[src/rtl/lc3b_mult_div_pkg.sv]
// Shared LC-3b types used by the execute-stage multiply/divide unit.
// Provides the machine word type, the unit's state encoding and the iteration count.
package lc3b_mult_div_pkg;

    typedef logic [15:0] lc3b_word;

    typedef enum logic [1:0] {
        md_idle,
        md_calc,
        md_fix,
        md_done
    } lc3b_md_state;

    localparam int MD_ITERS = 16;

endpackage

[src/rtl/lc3b_mult_div.sv]
// Iterative signed 16-bit multiply / divide unit for the LC-3b execute stage.
// Ports: clk, reset (sync, active-high), start/div/a/b launch, flush abort,
//        busy, done (1-cycle pulse), result (lo/quotient), result_hi (hi/remainder).
module lc3b_mult_div
    import lc3b_mult_div_pkg::*;
(
    input  logic     clk,
    input  logic     reset,
    input  logic     start,
    input  logic     div,
    input  lc3b_word a,
    input  lc3b_word b,
    input  logic     flush,
    output logic     busy,
    output logic     done,
    output lc3b_word result,
    output lc3b_word result_hi
);

    localparam logic [4:0] LAST_ITER = 5'(MD_ITERS - 1);

    // Magnitude needs 17 bits so that |16'h8000| is representable.
    function automatic logic [16:0] abs17(input lc3b_word x);
        logic [16:0] sx;
        sx = {x[15], x};
        return x[15] ? (17'd0 - sx) : sx;
    endfunction

    function automatic logic [31:0] cond_neg32(input logic [31:0] x,
                                               input logic n);
        return n ? (32'd0 - x) : x;
    endfunction

    function automatic lc3b_word cond_neg16(input lc3b_word x,
                                            input logic n);
        return n ? (16'd0 - x) : x;
    endfunction

    lc3b_md_state state_q, state_d;
    logic [4:0]   cnt_q, cnt_d;
    // Multiply: shifting multiplicand. Divide: dividend in [15:0], quotient
    // bits shifted in from the bottom as the dividend shifts out the top.
    logic [31:0]  a_q, a_d;
    // Multiplier magnitude (shifts right) or divisor magnitude (static).
    logic [16:0]  b_q, b_d;
    // Multiply: product accumulator. Divide: partial remainder in [16:0].
    logic [31:0]  acc_q, acc_d;
    logic         neg_q, neg_d;
    logic         sa_q, sa_d;
    logic         div_q, div_d;
    lc3b_word     result_q, result_d;
    lc3b_word     result_hi_q, result_hi_d;

    logic [16:0]  rem_sh;
    logic [17:0]  diff;
    logic         ge;
    logic [31:0]  prod;

    // Restoring-division step: shift in the next dividend bit, trial subtract.
    assign rem_sh = {acc_q[15:0], a_q[15]};
    assign diff   = {1'b0, rem_sh} - {1'b0, b_q};
    assign ge     = ~diff[17];
    assign prod   = cond_neg32(acc_q, neg_q);

    always_comb begin
        state_d     = state_q;
        cnt_d       = cnt_q;
        a_d         = a_q;
        b_d         = b_q;
        acc_d       = acc_q;
        neg_d       = neg_q;
        sa_d        = sa_q;
        div_d       = div_q;
        result_d    = result_q;
        result_hi_d = result_hi_q;

        unique case (state_q)
            md_idle: begin
                if (start) begin
                    if (div && (b == 16'h0000)) begin
                        result_d    = 16'hFFFF;
                        result_hi_d = a;
                        state_d     = md_done;
                    end else begin
                        a_d     = {15'd0, abs17(a)};
                        b_d     = abs17(b);
                        acc_d   = 32'd0;
                        cnt_d   = 5'd0;
                        neg_d   = a[15] ^ b[15];
                        sa_d    = a[15];
                        div_d   = div;
                        state_d = md_calc;
                    end
                end
            end
            md_calc: begin
                if (div_q) begin
                    acc_d = {15'd0, ge ? diff[16:0] : rem_sh};
                    a_d   = {16'd0, a_q[14:0], ge};
                end else begin
                    acc_d = acc_q + (b_q[0] ? a_q : 32'd0);
                    a_d   = {a_q[30:0], 1'b0};
                    b_d   = {1'b0, b_q[16:1]};
                end
                cnt_d = cnt_q + 5'd1;
                if (cnt_q == LAST_ITER) begin
                    state_d = md_fix;
                end
            end
            md_fix: begin
                if (div_q) begin
                    result_d    = cond_neg16(a_q[15:0], neg_q);
                    result_hi_d = cond_neg16(acc_q[15:0], sa_q);
                end else begin
                    result_d    = prod[15:0];
                    result_hi_d = prod[31:16];
                end
                state_d = md_done;
            end
            md_done: begin
                state_d = md_idle;
            end
        endcase

        // Abort wins over everything, including a same-cycle start.
        if (flush) begin
            state_d     = md_idle;
            result_d    = result_q;
            result_hi_d = result_hi_q;
        end
    end

    always_ff @(posedge clk) begin
        if (reset) begin
            state_q     <= md_idle;
            cnt_q       <= 5'd0;
            a_q         <= 32'd0;
            b_q         <= 17'd0;
            acc_q       <= 32'd0;
            neg_q       <= 1'b0;
            sa_q        <= 1'b0;
            div_q       <= 1'b0;
            result_q    <= 16'h0000;
            result_hi_q <= 16'h0000;
        end else begin
            state_q     <= state_d;
            cnt_q       <= cnt_d;
            a_q         <= a_d;
            b_q         <= b_d;
            acc_q       <= acc_d;
            neg_q       <= neg_d;
            sa_q        <= sa_d;
            div_q       <= div_d;
            result_q    <= result_d;
            result_hi_q <= result_hi_d;
        end
    end

    assign busy      = (state_q != md_idle);
    assign done      = (state_q == md_done);
    assign result    = result_q;
    assign result_hi = result_hi_q;

endmodule

[config.mk]
export PLATFORM = sky130hd
export DESIGN_NAME = lc3b_mult_div
export DESIGN_NICKNAME = d
export VERILOG_FILES = /design/src/rtl/lc3b_mult_div_pkg.sv /design/src/rtl/lc3b_mult_div.sv
export SDC_FILE = /design/constraint.sdc
export NUM_CORES = 1
export LEC_CHECK = 0
export CAP_MARGIN = 20
export CORE_MARGIN = 5
export CORE_UTILIZATION = 55
export CTS_CLUSTER_SIZE = 12
export DETAILED_ROUTE_END_ITERATION = 12
export PLACE_DENSITY = 0.84
export SLEW_MARGIN = 20
export SYNTH_ARGS = -nofsm -noshare
export SYNTH_HDL_FRONTEND = slang
export SYNTH_SLANG_ARGS = --single-unit
export TNS_END_PERCENT = 1
[constraint.sdc]
create_clock -name clk -period 3.9 [get_ports clk]
set_input_delay 0.975 -clock clk [delete_from_list [all_inputs] [get_ports clk]]
set_output_delay 0.975 -clock clk [all_outputs]
set_load 0.05 [all_outputs]
==> metrics.log, run 1 <==
[metrics] run status: finished clean
[metrics] required time worst endpoint: between 4 and 5 ns
[metrics] width of the chip: approximately 140 um
[metrics] classification of the worst-slack hold path: register to register
[metrics] signed area change from the synthesized netlist to the final layout: 14.7%
[metrics] post-cts hold buffer count: 0
[metrics] antenna-violating nets left: 0
[metrics] flip-flop and latch count after synthesis: around 120
[metrics] average size of a mapped cell: about 7.7 um^2
[metrics] htree depth: 4
[metrics] Detailed Route Iter0 Violations: about 1,200
[metrics] total inserted antenna cells: 0
[metrics] endpoints failing hold: 0
[metrics] Synth area leader: sky130_fd_sc_hd__dfxtp_1
[metrics] Clock transition at path regs: ~0.06 ns
[metrics] number of max-cap violations: 0
[metrics] Max rail drop VDD: between 200 and 300 uV
[metrics] share of total power in sequential cells: 0.365
[metrics] clock group share of total power: 0.438
[metrics] global-route wire length before repair: 43.4 mm
[metrics] internal power component: 2.63 mW
[metrics] total routing resource utilization after global routing: 0.258
[metrics] TritonCTS Buffers: 17
[metrics] FF+latch area: 2460 um^2
[metrics] number of gates given a new drive strength after cts: 0
[metrics] flip-flop cell with the highest count after synthesis: sky130_fd_sc_hd__dfxtp_1
[metrics] Post-Syn Nets: approximately 1,400
[metrics] cell types occupying the most area after synthesis: sky130_fd_sc_hd__dfxtp_1, sky130_fd_sc_hd__ha_1, sky130_fd_sc_hd__xnor2_1
[metrics] clock tree root buffer cell: sky130_fd_sc_hd__clkbuf_16
[metrics] highest clock rate: about 290 MHz
[metrics] post-route fraction of the period consumed by the critical path: 0.898
[metrics] Sw Share: 0.297
[metrics] maximum fanout along the worst path: 5
[metrics] WL/cell: between 15 and 20 um
[metrics] fraction of final layout cells with drive strength greater than 1: 0.0618
[metrics] Port Buffers: 70
[metrics] number of placed I/O pins: between 70 and 80
[metrics] static leakage power: between 4 and 5 nW
[metrics] area share of the largest cell type after synthesis: 0.255
[metrics] Yosys warning count: 0
[metrics] total DRC errors in the routed layout: 0
[metrics] Die Y-Extent: between 100 and 150 um
[metrics] initial antenna violation count: 0
[metrics] clock latency of the later-clocked register in the worst-skew pair: between 0.4 and 0.5 ns
[metrics] area enclosed by the die boundary: a little over 20,000 um^2
[metrics] fin area: ~11,000 um^2
[metrics] number of vias per cell after detailed routing: around 6.2
[metrics] worst-case hold slack: between 0.4 and 0.5 ns
[metrics] minimum setup slack in the final design: between 0.3 and 0.4 ns
[metrics] number of enable flip-flop cells after synthesis: 0
[metrics] cell count after synthesis: between 1,000 and 1,500
[metrics] sw power: 1.11 mW
[metrics] initial cell density of the core: 0.560
[metrics] power density cells: ~340 nW/um^2
[metrics] maximum clock path buffer count: 2
[metrics] time the worst path needs with I/O delays and setup: ~3.5 ns
[metrics] sum of internal, switching and leakage power: 3.74 mW
[metrics] detailed-routing iteration count for the pre-antenna-repair pass: 6
[metrics] max-slew violation count: 0
[metrics] part of the total power dissipated in combinational logic: 0.198
[metrics] Multi-input gate area: 6670 um^2
[metrics] slew at the pin with the worst max-slew slack: between 0.8 and 0.9 ns
[metrics] DP HPWL: 19.1 mm
[metrics] largest net degree at the start of global routing: 64
[metrics] worst clock skew: roughly 0.0087 ns
[metrics] critical path class: register to register
[metrics] async set-reset flop share out of synthesis: 0
[metrics] worst max-slew margin expressed relative to the limit: 0.434
[metrics] unrepaired setup endpoints after global routing: false
[metrics] FILL cells: around 1,400
[metrics] post-CTS setup buffers: 0
[metrics] TritonCTS clock tree: yes
[metrics] total via count in the routed design: about 9,500
[metrics] pre-CTS worst setup slack: -0.206 ns
[metrics] category of the worst setup path launch point: register
[metrics] placeable core region: approximately 17,000 um^2
[metrics] total congestion overflow after global routing: 0
[metrics] number of global-route vias before repair: 8,900
[metrics] Worst Setup End Kind: register
[metrics] fin nets: between 1,000 and 1,500
[metrics] number of placement rows: 48
[metrics] synthesized area: 9660 um^2
[metrics] setup violators final: 0
[metrics] last weighted congestion value of the routability-driven placer: between 0.9 and 1
[metrics] final setup TNS: 0 ns
[metrics] Post-Place Cell Area: around 10,000 um^2
[metrics] arrival time worst endpoint: 3.82 ns
[metrics] total wire length after detailed routing: approximately 26 mm
[metrics] register area share after synthesis: 0.255
[metrics] Sink Count: around 120
[metrics] number of distinct library cells after synthesis: 74
-- area by class of cell --
| cell class | instances | share of cell area |
|---|---|---|
| clock buffers | 19 | 0.0400 |
| inverters | 43 | 0.0146 |
| repair buffers | 91 | 0.0804 |
| clock inverters | 13 | 0.0149 |
| well taps | 225 | 0.0254 |
| flip-flops and latches | 123 | 0.222 |
| multi-input cells | 1005 | 0.602 |
-- power groups by stage --
stage,logic (mW),registers (mW),clock network (mW)
floorplan,0.541,1.36,0
global placement,0.705,1.39,0
detailed placement,0.720,1.39,0
CTS,0.730,1.36,1.64
global route,0.814,1.37,1.72
finish,0.739,1.36,1.64
-- layer usage --
metal | up-vias | global-route usage | routed length, um
li1 | 4541 | - | -
met1 | 4467 | 0.320 | 11000
met2 | 376 | 0.446 | 12600
met3 | 88 | 0.0470 | 1670
met4 | 0 | 0.100 | 872
met5 | - | 0 | 0
-- final timing paths --
| kind | slack (ns) | end | start | cells after the start |
|---|---|---|---|---|
| min | 0.47 | b_q[10]$_SDFFE_PP0P_ | b_q[10]$_SDFFE_PP0P_ | 2 |
| min reg2reg | 0.47 | b_q[10]$_SDFFE_PP0P_ | b_q[10]$_SDFFE_PP0P_ | 2 |
| max reg2reg | 0.40 | acc_q[28]$_SDFFE_PP0P_ | a_q[0]$_SDFFE_PP0P_ | 13 |
| max | 0.40 | acc_q[28]$_SDFFE_PP0P_ | a_q[0]$_SDFFE_PP0P_ | 13 |
-- kinds of logic (layout without fill, tap and decap cells) --
logic type,count (synthesis),after routing,share of synthesized area
and+or+nand+nor,416,416,0.208
buffers and inverters,125,166,0.0552
AOI/OAI and AO/OA,377,377,0.259
xor gates and xnor gates,127,127,0.115
muxes,24,24,0.0263
DFF,123,123,0.255
adders and majority gates,61,61,0.0806
-- synth_stat cells, types with 4 or more instances --
cell type,number
sky130_fd_sc_hd__a21oi_1,88
sky130_fd_sc_hd__o31ai_1,24
sky130_fd_sc_hd__and2_1,31
sky130_fd_sc_hd__or4_1,7
sky130_fd_sc_hd__a21o_1,24
sky130_fd_sc_hd__nand2_1,146
sky130_fd_sc_hd__mux2i_1,22
sky130_fd_sc_hd__or3_1,12
sky130_fd_sc_hd__ha_1,59
sky130_fd_sc_hd__nand3_1,22
sky130_fd_sc_hd__a211oi_1,14
sky130_fd_sc_hd__a22oi_1,39
sky130_fd_sc_hd__nand2b_1,17
sky130_fd_sc_hd__a22o_1,12
sky130_fd_sc_hd__nor2b_1,14
sky130_fd_sc_hd__o2111ai_1,5
sky130_fd_sc_hd__nor2_1,113
sky130_fd_sc_hd__o21a_1,6
sky130_fd_sc_hd__xnor2_1,66
sky130_fd_sc_hd__o41ai_1,8
sky130_fd_sc_hd__nor3b_1,8
sky130_fd_sc_hd__buf_2,14
sky130_fd_sc_hd__a31o_2,4
sky130_fd_sc_hd__inv_1,42
sky130_fd_sc_hd__o22ai_1,4
sky130_fd_sc_hd__a221oi_1,4
sky130_fd_sc_hd__o211ai_1,16
sky130_fd_sc_hd__a311oi_1,22
sky130_fd_sc_hd__a31oi_1,7
sky130_fd_sc_hd__o21ai_0,77
sky130_fd_sc_hd__dfxtp_1,123
sky130_fd_sc_hd__nand4_1,4
sky130_fd_sc_hd__buf_6,6
sky130_fd_sc_hd__xor2_1,61
sky130_fd_sc_hd__and3_1,5
sky130_fd_sc_hd__nor3_1,12
sky130_fd_sc_hd__clkbuf_1,59
-- cell usage in the layout (no fill, tap or decap), types with 31 or more instances in the layout --
cell                              Yosys  routed
sky130_fd_sc_hd__nand2_1            146     146
sky130_fd_sc_hd__dfxtp_1            123     122
sky130_fd_sc_hd__nor2_1             113     113
sky130_fd_sc_hd__a21oi_1             88      88
sky130_fd_sc_hd__o21ai_0             77      77
sky130_fd_sc_hd__clkdlybuf4s50_1      0      69
sky130_fd_sc_hd__xnor2_1             66      66
sky130_fd_sc_hd__xor2_1              61      61
sky130_fd_sc_hd__ha_1                59      59
sky130_fd_sc_hd__inv_1               42      42
sky130_fd_sc_hd__a22oi_1             39      39
sky130_fd_sc_hd__and2_1              31      31
-- flip-flops by register name, indices dropped and copies added, names as in the netlist --
signal,flops
state_q,2
b_q,17
result,16
sa_q,1
acc_q,32
a_q,32
neg_q,1
cnt_q,5
div_q,1
result_hi,16
-- worst max-delay path, stage by stage, from the launching register on --
cell and delay [ns]:
sky130_fd_sc_hd__dfxtp_1 0.43, sky130_fd_sc_hd__and2_1 0.18, sky130_fd_sc_hd__ha_1 0.20, sky130_fd_sc_hd__inv_1 0.07, sky130_fd_sc_hd__fa_1 0.41, sky130_fd_sc_hd__nor2b_1 0.19
sky130_fd_sc_hd__o211a_1 0.19, sky130_fd_sc_hd__o2111ai_1 0.18, sky130_fd_sc_hd__a21oi_1 0.32, sky130_fd_sc_hd__o21ai_0 0.24, sky130_fd_sc_hd__o21ai_1 0.41, sky130_fd_sc_hd__a41oi_1 0.21
sky130_fd_sc_hd__xnor2_1 0.16, sky130_fd_sc_hd__a22o_1 0.19
-- metrics by stage --
step / util / std cells
2_1_floorplan: - / 1253
3_3_place_gp: 0.607 / 1487
3_5_place_dp: 0.607 / 1487
4_1_cts: 0.642 / 1519
5_1_grt: 0.643 / 1519
6_report: 0.643 / 1519
Power figures use the tool's default switching activity.
==> run 2: changes to the inputs <==
Settings changed: CORE_UTILIZATION 55 to 40, PLACE_DENSITY 0.84 to 0.66.
==> run 2 against run 1 <==
Net effect:
- design area increased by 1.0%
- combinational power increased by 2%
- sequential power hardly changed
- largest cell class unchanged
- clock power down 11%
- via count down 4.5%
- critical path type is now primary input to register
- largest power group unchanged
- die area grew 35%
- critical endpoint is now a_q[20]$_SDFFE_PP0P_
- sequential cell count did not move
- highest routed layer unchanged
- hold slack improved by 0.0041 ns
==> metrics.log, run 2 (synthesis results as in run 1) <==
[metrics] run status: finished clean
[metrics] Top Registers: a_q: 32 flops, acc_q: 32 flops, b_q: 17 flops
[metrics] global-route track usage on met1: 0.251
[metrics] Die Y-Extent: ~170 um
[metrics] worst flop-to-flop path endpoint: acc_q[28]$_SDFFE_PP0P_
[metrics] placeable core region: ~24,000 um^2
[metrics] Worst R2R Start: acc_q[0]$_SDFFE_PP0P_
[metrics] total routing resource utilization after global routing: 0.194
[metrics] maximum fanout along the worst path: 18
[metrics] classification of the worst-slack hold path: register to register
[metrics] post-route fraction of the period consumed by the critical path: 0.846
[metrics] FF+latch area: roughly 2500 um^2
[metrics] WL/cell: 16.3 um
[metrics] setup violators final: 0
[metrics] slew at the pin with the worst max-slew slack: just over 0.8 ns
[metrics] depth of the worst register-to-register path: 12
[metrics] internal power component: about 2.5 mW
[metrics] clock latency of the later-clocked register in the worst-skew pair: ~0.43 ns
[metrics] max-slew violation count: 0
[metrics] power density cells: approximately 320 nW/um^2
[metrics] post-cts hold buffer count: 0
[metrics] largest net degree at the start of global routing: 58
[metrics] number of global-route vias before repair: between 8,000 and 9,000
[metrics] final std cells w/o fill: around 1,600
[metrics] number of max-cap violations: 0
[metrics] number of placement rows: 56
[metrics] final setup TNS: 0 ns
[metrics] share of total power in sequential cells: 0.380
[metrics] unrepaired setup endpoints after global routing: false
[metrics] capturing instance or port of the critical path: a_q[20]$_SDFFE_PP0P_
[metrics] minimum setup slack in the final design: about 0.60 ns
[metrics] htree depth: 4
[metrics] critical path class: primary input to register
[metrics] first element of the critical path: b[0]
[metrics] number of placed I/O pins: just over 70
[metrics] TritonCTS clock tree: yes
[metrics] clock group share of total power: 0.409
[metrics] Max rail drop VDD: 292 uV
[metrics] DP HPWL: roughly 20 mm
[metrics] FILL cells: between 2,000 and 2,500
[metrics] width of the chip: approximately 170 um
[metrics] post-CTS setup buffers: 0
[metrics] most common cell after layout, fill and taps aside: sky130_fd_sc_hd__nand2_1
[metrics] last weighted congestion value of the routability-driven placer: 0.887
[metrics] required time worst endpoint: approximately 4.3 ns
[metrics] sw power: 1.10 mW
[metrics] highest-count cells in the layout ignoring fill and taps: sky130_fd_sc_hd__nand2_1, sky130_fd_sc_hd__dfxtp_1, sky130_fd_sc_hd__nor2_1
[metrics] pre-CTS worst setup slack: about 0.19 ns
[metrics] part of the total power dissipated in combinational logic: 0.211
[metrics] Clock transition at path regs: approximately 0.06 ns
[metrics] detailed-routing iteration count for the pre-antenna-repair pass: 6
[metrics] grt met3 use: 0.0328
[metrics] number of gates given a new drive strength after cts: 0
[metrics] arrival time worst endpoint: between 3 and 4 ns
[metrics] highest clock rate: around 300 MHz
[metrics] static leakage power: about 4.4 nW
[metrics] area enclosed by the die boundary: 27,300 um^2
[metrics] global-route wire length before repair: ~43 mm
[metrics] initial cell density of the core: 0.409
[metrics] share of the core filled with cells: 0.474
[metrics] Multi-input gate area: 6670 um^2
[metrics] fraction of final layout cells with drive strength greater than 1: 0.0654
[metrics] clock tree root buffer cell: sky130_fd_sc_hd__clkbuf_16
[metrics] endpoints failing hold: 0
[metrics] Sw Share: 0.307
[metrics] total congestion overflow after global routing: 0
[metrics] antenna-violating nets left: 0
[metrics] worst max-slew margin expressed relative to the limit: 0.455
[metrics] signed area change from the synthesized netlist to the final layout: 15.9%
[metrics] Sink Count: about 120
[metrics] total inserted antenna cells: 0
[metrics] sum of internal, switching and leakage power: around 3.6 mW
[metrics] Port Buffers: 70
[metrics] fin area: about 11,000 um^2
[metrics] worst-case hold slack: 0.473 ns
[metrics] fin nets: approximately 1,400
[metrics] Detailed Route Iter0 Violations: about 620
[metrics] time the worst path needs with I/O delays and setup: around 3.3 ns
[metrics] total via count in the routed design: around 9,000
[metrics] total DRC errors in the routed layout: 0
[metrics] Worst Setup End Kind: register
[metrics] worst clock skew: roughly 0.011 ns
[metrics] number of vias per cell after detailed routing: between 5 and 6
[metrics] met2 capacity usage during global routing: 0.330
[metrics] Post-Place Cell Area: ~11,000 um^2
[metrics] total wire length after detailed routing: 26.3 mm
[metrics] category of the worst setup path launch point: primary input
[metrics] maximum clock path buffer count: 2
[metrics] peak-usage layer in the global routing report: met2
[metrics] flop2flop setup slack: roughly 0.64 ns
[metrics] Inst Count DP: around 1,600
[metrics] TritonCTS Buffers: 17
[metrics] initial antenna violation count: 0
-- run 2: area by class of cell --
| cell class | count | share of cell area |
|---|---|---|
| clock buffer | 19 | 0.0387 |
| clock inverter | 12 | 0.00917 |
| inverter | 43 | 0.0144 |
| multi-input combinational | 1005 | 0.596 |
| sequential | 123 | 0.220 |
| tap | 319 | 0.0357 |
| timing repair buffer | 98 | 0.0857 |
-- run 2: worst min path at each step --
stage	start	to	slack, ns	cells after the start
2_1_floorplan	b_q[16]$_SDFFE_PP0P_	b_q[16]$_SDFFE_PP0P_	0.45	2
3_3_place_gp	b_q[10]$_SDFFE_PP0P_	b_q[10]$_SDFFE_PP0P_	0.46	2
3_5_place_dp	b_q[5]$_SDFFE_PP0P_	b_q[5]$_SDFFE_PP0P_	0.46	2
4_1_cts	b_q[5]$_SDFFE_PP0P_	b_q[5]$_SDFFE_PP0P_	0.47	2
5_1_grt	cnt_q[1]$_SDFFE_PP0P_	cnt_q[1]$_SDFFE_PP0P_	0.49	2
6_report	b_q[9]$_SDFFE_PP0P_	b_q[9]$_SDFFE_PP0P_	0.47	2
-- run 2: critical path: stages --
cell and delay [ns]:
sky130_fd_sc_hd__clkdlybuf4s50_1 0.49, sky130_fd_sc_hd__inv_1 0.05, sky130_fd_sc_hd__ha_1 0.21, sky130_fd_sc_hd__nand2b_1 0.14, sky130_fd_sc_hd__nor4_4 0.06, sky130_fd_sc_hd__nand4b_1 0.14, sky130_fd_sc_hd__a21oi_2 0.10, sky130_fd_sc_hd__nor2b_2 0.61
sky130_fd_sc_hd__nor2b_4 0.58, sky130_fd_sc_hd__a22oi_1 0.17, sky130_fd_sc_hd__nor2_1 0.11
-- run 2: power groups by stage --
stage | Clock [mW] | Sequential (mW) | Combinational, mW
6_report | 1.46 | 1.36 | 0.754
3_3_place_gp | 0 | 1.38 | 0.737
2_1_floorplan | 0 | 1.36 | 0.541
5_1_grt | 1.55 | 1.36 | 0.834
4_1_cts | 1.48 | 1.36 | 0.752
3_5_place_dp | 0 | 1.38 | 0.745
-- run 2: layer usage --
layer | wire [um] | vias to the layer above
met3 | 1390 | 40
met2 | 12700 | 228
met4 | 493 | 0
li1 | - | 4562
met1 | 11800 | 4219
met5 | 0 | -
==> patch (config.mk and constraints of run 1) <==
Reset style: asynchronous (`reset`), changed in one clocked block.
--- a/src/rtl/lc3b_mult_div.sv
+++ b/src/rtl/lc3b_mult_div.sv
@@ -131,5 +131,5 @@
     end
 
-    always_ff @(posedge clk) begin
+    always_ff @(posedge clk or posedge reset) begin
         if (reset) begin
             state_q     <= md_idle;
Behaviour: differs if reset is asserted again (counterexample within 4 cycles, from zero or initial values and one cycle with reset high); with reset held inactive, the same outputs for 4 cycles.
==> patch against run 1 <==
- worst setup slack gained 0.16 ns
- count of clock-buffer cells in the layout increased by 3
- final area grew 5.3%
- sequential share of layout area up 4.2 points
- routed wire length is 1.7% higher
- largest cell class unchanged
- sequential cell count did not move
- synthesized area grew 4.4%
Power is not compared: it rests on default switching activity, and its combinational part moved more than twofold at a synthesized area within 25%.
==> patch: results (changes against run 1) <==
* Crit path time final at 3.343 ns (-0.1575 ns)
* Ys flop type: dfrtp_1
* Sequential area share after synthesis at 30.54% (+5.0 points)
* Worst slew pin tran at 1.108 ns (+0.2607 ns)
* Clock Skew at 0.008192 ns (-0.0004781 ns)
* Worst Setup SP: b[0]
* Post-DP Area at 0.01103 mm^2 (+5.4%)
* Post-synthesis cell type count at 68 (-8.1%)
* WHS Endpoint: cnt_q[3]
* Biggest cell delay along the critical path at 0.54 ns (+0.11 ns)
* GR Util All Layers at 24.81% (-1.0 points)
* Routed WL at 26580 um (+1.7%)
* Iteration-0 DRC Markers at 737 (-37%)
* R2r endpoint: acc_q[27]
* Syn Area/Cell at 8.076 um^2 (+4.8%)
* First-pass GRT wire length at 43970 um (+1.4%)
* Fin nets at 1389 (+0.73%)
* Share of cells above drive strength 1 at 6.135% (-0.047 points)
* Largest net degree at the start of global routing at 124 (+94%)
* Status: completed
* Setup crit end: acc_q[29]
* Routability cong. at 0.9098 (-3.0%)
* R2R depth at 12 (-1)
* Mux contribution to synthesized area at 2.446% (-0.18 points)
* Synth Area in Adders at 7.722% (-0.34 points)
## patch: cell types whose count changed in the layout (fill, tap and decap cells not counted), sizes merged, moves of 6 or more
cell,run 1,this run
a22oi,39,10
a311oi,22,0
a31oi,7,29
dfrtp,0,123
dfxtp,123,0
nand2,147,153
nand3,22,16
nor2,114,107
nor3b,8,2
o211ai,16,8
o21ai,78,124
o21bai,2,8
o221ai,1,10
xnor2,66,58
## patch: layout make-up
cell class / count / area (um^2)
Timing Repair Buffer: 94 / 943.4
Sequential cell: 123 / 3079
Fill cell: 1471 / 6359
Tap cell: 229 / 286.5
Inverter: 45 / 172.7
Clock buffer: 22 / 474.2
Multi-Input combinational cell: 1010 / 6548
Clock inverter: 10 / 162.7
## patch: layer usage
metal / wire, um / part of all wire (%) / global-route usage, %
met4: 1036 / 3.9 / 10.45
met3: 1983 / 7.5 / 5.045
met2: 12170 / 46 / 39.55
met1: 11390 / 43 / 33.00
met5: 0 / 0 / 0
